<file path="src/rtl/riscv_pkg.sv">
// Shared RV32 definitions for the fetch front end.
//   XLEN/ILEN     : address and instruction widths
//   RESET_PC      : default PC loaded on reset
//   NOP           : canonical addi x0,x0,0 encoding (used as idle filler by benches)
//   fetch_entry_t : one prefetch-buffer entry {pc, instr}
package riscv_pkg;

   localparam int unsigned XLEN = 32;
   localparam int unsigned ILEN = 32;

   localparam logic [XLEN-1:0] RESET_PC = 32'h0000_0000;
   localparam logic [ILEN-1:0] NOP      = 32'h0000_0013;

   typedef struct packed {
      logic [XLEN-1:0] pc;
      logic [ILEN-1:0] instr;
   } fetch_entry_t;

endpackage

</file>
<file path="src/rtl/fetch_fifo.sv">
// Prefetch FIFO holding fetched instructions and their PCs.
//   clk, rst   : clock, asynchronous active-low reset
//   push/entry : write one entry at the tail
//   pop        : drop the head entry (caller guarantees not empty)
//   flush      : empty the FIFO; overrides push and pop
//   head       : current head entry (undefined when empty)
//   count      : occupancy, empty/full flags
module fetch_fifo
   import riscv_pkg::*;
#(
   parameter int unsigned DEPTH = 2
) (
   input  logic                       clk,
   input  logic                       rst,
   input  logic                       push,
   input  fetch_entry_t               entry,
   input  logic                       pop,
   input  logic                       flush,
   output fetch_entry_t               head,
   output logic [$clog2(DEPTH+1)-1:0] count,
   output logic                       empty,
   output logic                       full
);

   localparam int unsigned PTR_W = $clog2(DEPTH);
   localparam int unsigned CNT_W = $clog2(DEPTH + 1);

   fetch_entry_t     mem [DEPTH];
   logic [PTR_W-1:0] rd_ptr_q, rd_ptr_d;
   logic [PTR_W-1:0] wr_ptr_q, wr_ptr_d;
   logic [CNT_W-1:0] cnt_q, cnt_d;

   // DEPTH is a power of two, so pointers wrap by natural overflow.
   always_comb begin
      rd_ptr_d = rd_ptr_q;
      wr_ptr_d = wr_ptr_q;
      cnt_d    = cnt_q;
      if (flush) begin
         rd_ptr_d = '0;
         wr_ptr_d = '0;
         cnt_d    = '0;
      end else begin
         if (push) wr_ptr_d = wr_ptr_q + 1'b1;
         if (pop)  rd_ptr_d = rd_ptr_q + 1'b1;
         cnt_d = cnt_q + CNT_W'(push) - CNT_W'(pop);
      end
   end

   always_ff @(posedge clk or negedge rst) begin
      if (!rst) begin
         rd_ptr_q <= '0;
         wr_ptr_q <= '0;
         cnt_q    <= '0;
      end else begin
         rd_ptr_q <= rd_ptr_d;
         wr_ptr_q <= wr_ptr_d;
         cnt_q    <= cnt_d;
      end
   end

   // Storage needs no reset; validity is tracked by cnt_q.
   always_ff @(posedge clk) begin
      if (push && !flush) mem[wr_ptr_q] <= entry;
   end

   assign head  = mem[rd_ptr_q];
   assign count = cnt_q;
   assign empty = (cnt_q == '0);
   assign full  = (cnt_q == CNT_W'(DEPTH));

endmodule

</file>
<file path="src/rtl/fetch_unit.sv">
// Instruction-fetch front end: owns the PC, issues sequential word fetches over a
// valid/ready channel with in-order responses, buffers them and feeds IF/ID.
//   clk, rst               : clock, asynchronous active-low reset
//   imem_req_valid/ready   : fetch request handshake
//   imem_req_addr          : word-aligned fetch address
//   imem_resp_valid/data   : in-order fetch responses, never backpressured
//   redirect_valid/pc      : flush and restart fetch at redirect_pc (low 2 bits ignored)
//   stall                  : ID cannot accept this cycle
//   if_valid/pc/instruction/pc_plus_4 : head of the prefetch FIFO
module fetch_unit #(
   parameter int unsigned     XLEN       = 32,
   parameter logic [XLEN-1:0] RESET_PC   = riscv_pkg::RESET_PC,
   parameter int unsigned     FIFO_DEPTH = 2
) (
   input  logic            clk,
   input  logic            rst,
   output logic            imem_req_valid,
   input  logic            imem_req_ready,
   output logic [XLEN-1:0] imem_req_addr,
   input  logic            imem_resp_valid,
   input  logic [XLEN-1:0] imem_resp_data,
   input  logic            redirect_valid,
   input  logic [XLEN-1:0] redirect_pc,
   input  logic            stall,
   output logic            if_valid,
   output logic [XLEN-1:0] if_pc,
   output logic [XLEN-1:0] if_instruction,
   output logic [XLEN-1:0] if_pc_plus_4
);

   localparam int unsigned CNT_W = $clog2(FIFO_DEPTH + 1);

   logic [XLEN-1:0]  fetch_pc_q, fetch_pc_d;
   logic [XLEN-1:0]  resp_pc_q, resp_pc_d;
   logic [CNT_W-1:0] outstanding_q, outstanding_d;
   logic [CNT_W-1:0] drop_cnt_q, drop_cnt_d;

   logic [CNT_W-1:0] fifo_count;
   logic             fifo_empty, fifo_full;
   logic [CNT_W:0]   credit_used;
   logic             accept, drop_resp, push, pop;
   logic [XLEN-1:0]  redirect_aligned;

   riscv_pkg::fetch_entry_t push_entry, head;

   logic unused_redirect_lsb;
   assign unused_redirect_lsb = ^redirect_pc[1:0];

   assign redirect_aligned = {redirect_pc[XLEN-1:2], 2'b00};

   // Credit uses registered counts only; a pop this cycle frees nothing until next cycle.
   // Stale in-flight requests still hold credit, so a push can never hit a full FIFO.
   assign credit_used    = {1'b0, fifo_count} + {1'b0, outstanding_q};
   assign imem_req_valid = rst && !redirect_valid && (credit_used < (CNT_W+1)'(FIFO_DEPTH));
   assign imem_req_addr  = fetch_pc_q;
   assign accept         = imem_req_valid && imem_req_ready;

   assign drop_resp  = redirect_valid || (drop_cnt_q != '0);
   assign push       = imem_resp_valid && !drop_resp;
   assign pop        = !fifo_empty && !stall && !redirect_valid;
   assign push_entry = '{pc: resp_pc_q, instr: imem_resp_data};

   always_comb begin
      fetch_pc_d    = fetch_pc_q;
      resp_pc_d     = resp_pc_q;
      drop_cnt_d    = drop_cnt_q;
      outstanding_d = outstanding_q + CNT_W'(accept) - CNT_W'(imem_resp_valid);
      if (redirect_valid) begin
         fetch_pc_d = redirect_aligned;
         resp_pc_d  = redirect_aligned;
         // Everything still in flight after this cycle's response is stale.
         drop_cnt_d = outstanding_q - CNT_W'(imem_resp_valid);
      end else begin
         if (accept) fetch_pc_d = fetch_pc_q + XLEN'(4);
         if (push)   resp_pc_d  = resp_pc_q + XLEN'(4);
         if (imem_resp_valid && (drop_cnt_q != '0)) drop_cnt_d = drop_cnt_q - 1'b1;
      end
   end

   always_ff @(posedge clk or negedge rst) begin
      if (!rst) begin
         fetch_pc_q    <= RESET_PC;
         resp_pc_q     <= RESET_PC;
         outstanding_q <= '0;
         drop_cnt_q    <= '0;
      end else begin
         fetch_pc_q    <= fetch_pc_d;
         resp_pc_q     <= resp_pc_d;
         outstanding_q <= outstanding_d;
         drop_cnt_q    <= drop_cnt_d;
      end
   end

   fetch_fifo #(
      .DEPTH (FIFO_DEPTH)
   ) u_fifo (
      .clk   (clk),
      .rst   (rst),
      .push  (push),
      .entry (push_entry),
      .pop   (pop),
      .flush (redirect_valid),
      .head  (head),
      .count (fifo_count),
      .empty (fifo_empty),
      .full  (fifo_full)
   );

   // Outputs are forced to zero while empty so they are deterministic out of reset.
   assign if_valid       = !fifo_empty;
   assign if_pc          = fifo_empty ? '0 : head.pc;
   assign if_instruction = fifo_empty ? '0 : head.instr;
   assign if_pc_plus_4   = if_pc + XLEN'(4);

   push_not_full: assert property (@(posedge clk) disable iff (!rst) !(push && fifo_full));

endmodule

</file>
<file path="config.mk">
export PLATFORM = sky130hd
export DESIGN_NAME = fetch_unit
export DESIGN_NICKNAME = d
export VERILOG_FILES = /design/src/rtl/riscv_pkg.sv /design/src/rtl/fetch_fifo.sv /design/src/rtl/fetch_unit.sv
export SDC_FILE = /design/constraint.sdc
export NUM_CORES = 1
export LEC_CHECK = 0
export BUFFER_PORTS_ARGS = -buffer_cell sky130_fd_sc_hd__buf_4
export CAP_MARGIN = 20
export CORE_ASPECT_RATIO = 1.25
export CORE_MARGIN = 4
export CORE_UTILIZATION = 50
export CTS_BUF_LIST = sky130_fd_sc_hd__clkbuf_4
export DETAILED_ROUTE_END_ITERATION = 10
export PLACE_DENSITY = 0.79
export SYNTH_ARGS = -nofsm -noshare
export SYNTH_HDL_FRONTEND = slang
export SYNTH_SLANG_ARGS = --single-unit
export TNS_END_PERCENT = 10
</file>
<file path="constraint.sdc">
create_clock -name clk -period 5.4 [get_ports clk]
set_clock_uncertainty 0.1 [all_clocks]
set_input_delay 0.81 -clock clk [delete_from_list [all_inputs] [get_ports clk]]
set_output_delay 0.81 -clock clk [all_outputs]
set_load 0.05 [all_outputs]
</file>
==> impl_metrics.toml <==
[run_status]
status = "finished clean"

[route]
vias = 6423
totalWireLength_um = 20600
ant_nets = 0
avgViaCountPerCell = 5.43
wl_per_cell_um = 17.4
drt-pass1-iter-count = 5
drt-initial-drc-count = 352
drcViolationCount = 0

[placed_design]
routabilityCongestion = 0.854
numPortBuffers = 191
hpwlAfterDp_um = 15000

[synthesis]
syn_avg_cell_area_um2 = 12.3
yosysSeqAreaShare_pct = 58.5
synthFlopType = "edfxtp_1"
synth-edff-count = 124
yosysWarnings = 0
syn_inst = 755
netlist_area_um2 = 9280
ys_async_sr_fraction_pct = 35.4
ys_seq_elements = 192
synth_cell_type_count = 48

[floorplan]
row_count = 55
die_h_um = 160
die-area_um2 = 20800
ios = 200
initial_utilization_pct = 51.1
die_x_um = 130
core_area_um2 = 18200

[sta]
rsz0062_at_grt = "false"
slew_headroom_pct = 35.9
period_minus_slack_ns = 4.77
worst_pin_slew_ns = 0.953
setup_violations = 0
fin_crit_sh_pct = 88.2
hold_violations = 0
finalMaxSlewViolations = 0
fmax_mhz = 210
setup-tns-final_ns = 0

[layout]
drive_gt1_share_pct = 29.1
final_util_pct = 62.1
syn_to_final_growth_pct = 21.5
mostFrequentLayoutCells = "buf_4 (197), edfxtp_1 (124), nor2_1 (89)"
final_common_cell = "buf_4"
nets = 1021

[power]
p_clk_share_pct = 20.5
powerDensity_nw_per_um2 = 386
p_int_mw = 2.65
p_sw_share_pct = 39.1
leakagePower_nw = 4.35
p_switching_mw = 1.70
ir_drop_v = 0.000154
p_comb_share_pct = 36.9
seq_power_share_pct = 42.6
finalPower_mw = 4.35

[clock_tree]
cts_buffer_depth = 2
cts_root_buf = "clkbuf_4"
cts_tree = "built"
clock_insertion_delay_worst_skew_ns = 0.58
numCtsBuffers = 17
path_clk_slew_ns = 0.15
cts_sinks = 192
htreeDepth = 4
cts_resized = 0

[grt]
grt_max_degree = 67
grt_pass1_vias = 6363
grt_util_all_layers_pct = 19.7
grt_pass1_wl_um = 32400
gr-total-overflow = 0
antenna_found_initial = 1

[run]
max-cap-violations = 0

[critical_path]
cp_cell_sequence = "mux2_2 -> and2_1 -> ha_1 -> o21ai_0 -> a211oi_1 -> nand4_1 -> nor4_1 -> xor2_1 -> buf_4"
critPathArrivalTime_ns = 3.86
crit_path_start_kind = "register"
slowest_stage = "dfrtp_4"
critPathMaxFanout = 53
cp_data_required_time_ns = 4.49
slowest_delay_ns = 0.88
worstSetupPathType = "register to output port"
endpoint_kind = "output port"

[hold_path]
hp-class = "input pin to register"
-- cell families (layout without fill, tap and decap cells) --
kind of cell	after synthesis	after routing	synth area share [%]
simple gates	269	269	15.2
flops	192	192	58.5
mux	100	100	11.3
xor+xnor	85	85	8.02
buf+inv	51	245	2.45
compound gates	47	47	3.09
fa+ha+maj	10	10	1.43
other cells	1	7	0.0404
-- what timing repair did --
| action | CTS | global route |
|---|---|---|
| hold buffers | 1 | 0 |
| endpoints found under the hold margin | 2 | 0 |
| setup buffers | 0 | 0 |
-- final cells by class --
type,count,area (um2)
Timing Repair Buffer,198,1490
Inverter,15,56.3
Clock inverter,14,211
Fill cell,1455,6890
Clock buffer,18,135
Antenna cell,1,2.50
Multi-Input combinational cell,517,3660
Sequential cell,192,5430
Tap cell,228,285
-- per-layer routing --
| metal | wire, um | track usage [%] | vias up | share of wire (%) |
|---|---|---|---|---|
| met4 | 502 | 7.18 | 0 | 2.4 |
| li1 | - | - | 3117 | - |
| met3 | 1370 | 4.56 | 33 | 6.7 |
| met5 | 0 | 0 | - | 0 |
| met1 | 8560 | 25.0 | 3056 | 42 |
| met2 | 10100 | 32.8 | 217 | 49 |
-- stage by stage --
step | setup WS (ns) | std cells | hold WS, ns | area [um2]
finish | 0.635 | 1183 | 0.310 | 11300
global route | 0.296 | 1183 | 0.237 | 11300
CTS | 0.506 | 1182 | 0.251 | 11300
detailed placement | 1.16 | 1149 | 0.395 | 10900
global placement | 1.20 | 1149 | 0.372 | 10900
floorplan | 0.429 | 760 | 0.342 | 9300
-- critical path: cells and delay by family, from the launching register on --
family	cells	cell delay (ns)
buffers and inverters	1	0.22
AND/OR/NAND/NOR	3	1.01
AO/OA/AOI/OAI	2	0.52
multiplexers	1	0.28
adder cells (fa/ha/maj)	1	0.19
flip-flops	1	0.88
XOR/XNOR	1	0.18
-- power groups by stage --
stage	registers, mW	logic, mW	clock network (mW)
after floorplan	1.92	1.09	0
after global placement	1.87	1.59	0
after detailed placement	1.88	1.62	0
after CTS	1.85	1.62	0.926
after global routing	1.87	1.71	0.983
final	1.85	1.60	0.893
-- final timing paths --
path	to	startpoint	slack (ns)	cells after the start
worst max-delay path	if_pc_plus_4[28]	u_fifo.rd_ptr_q	0.63	9
worst min-delay path	u_fifo.mem[1][6]	imem_resp_data[6]	0.31	1
worst max register to register	imem_req_addr[30]	u_fifo.count[0]	2.31	8
worst min register to register	u_fifo.mem[0][63]	resp_pc_q[31]	0.41	0
max in group asynchronous	u_fifo.rd_ptr_q	rst	3.59	3
min in group asynchronous	outstanding_q[0]	rst	0.47	2
-- flip-flops by register name (all words and copies together) (netlist names) --
signal and cells:
outstanding_q 2, u_fifo.mem 124, imem_req_addr 30, resp_pc_q 30
u_fifo.wr_ptr_q 1, u_fifo.count 2, u_fifo.rd_ptr_q 1, drop_cnt_q 2
-- Yosys cell counts (2+ instances only) --
library cell,number,area share [%]
and4_1,7,0.66
dfrtp_1,68,18
o311ai_0,2,0.19
or3_1,5,0.34
a31oi_1,7,0.47
nand4_1,24,1.6
buf_2,8,0.43
a21oi_1,15,0.81
nand2b_1,2,0.13
nor2_1,90,3.6
nand2_1,38,1.5
ha_1,9,1.2
edfxtp_1,124,40
xor2_1,39,3.7
o21ai_0,11,0.59
or4_1,2,0.16
buf_1,5,0.20
and2_1,9,0.61
mux2i_1,62,6.7
nand3b_1,9,0.73
and3_1,11,0.74
clkbuf_1,16,0.65
a211oi_1,7,0.57
o211ai_1,2,0.16
nand3_1,30,1.6
buf_4,7,0.57
nor3_1,16,0.86
nor4_1,12,0.81
mux2_2,38,4.6
nand4b_1,4,0.38
inv_1,14,0.57
xnor2_1,46,4.3
Power figures use the tool's default switching activity.
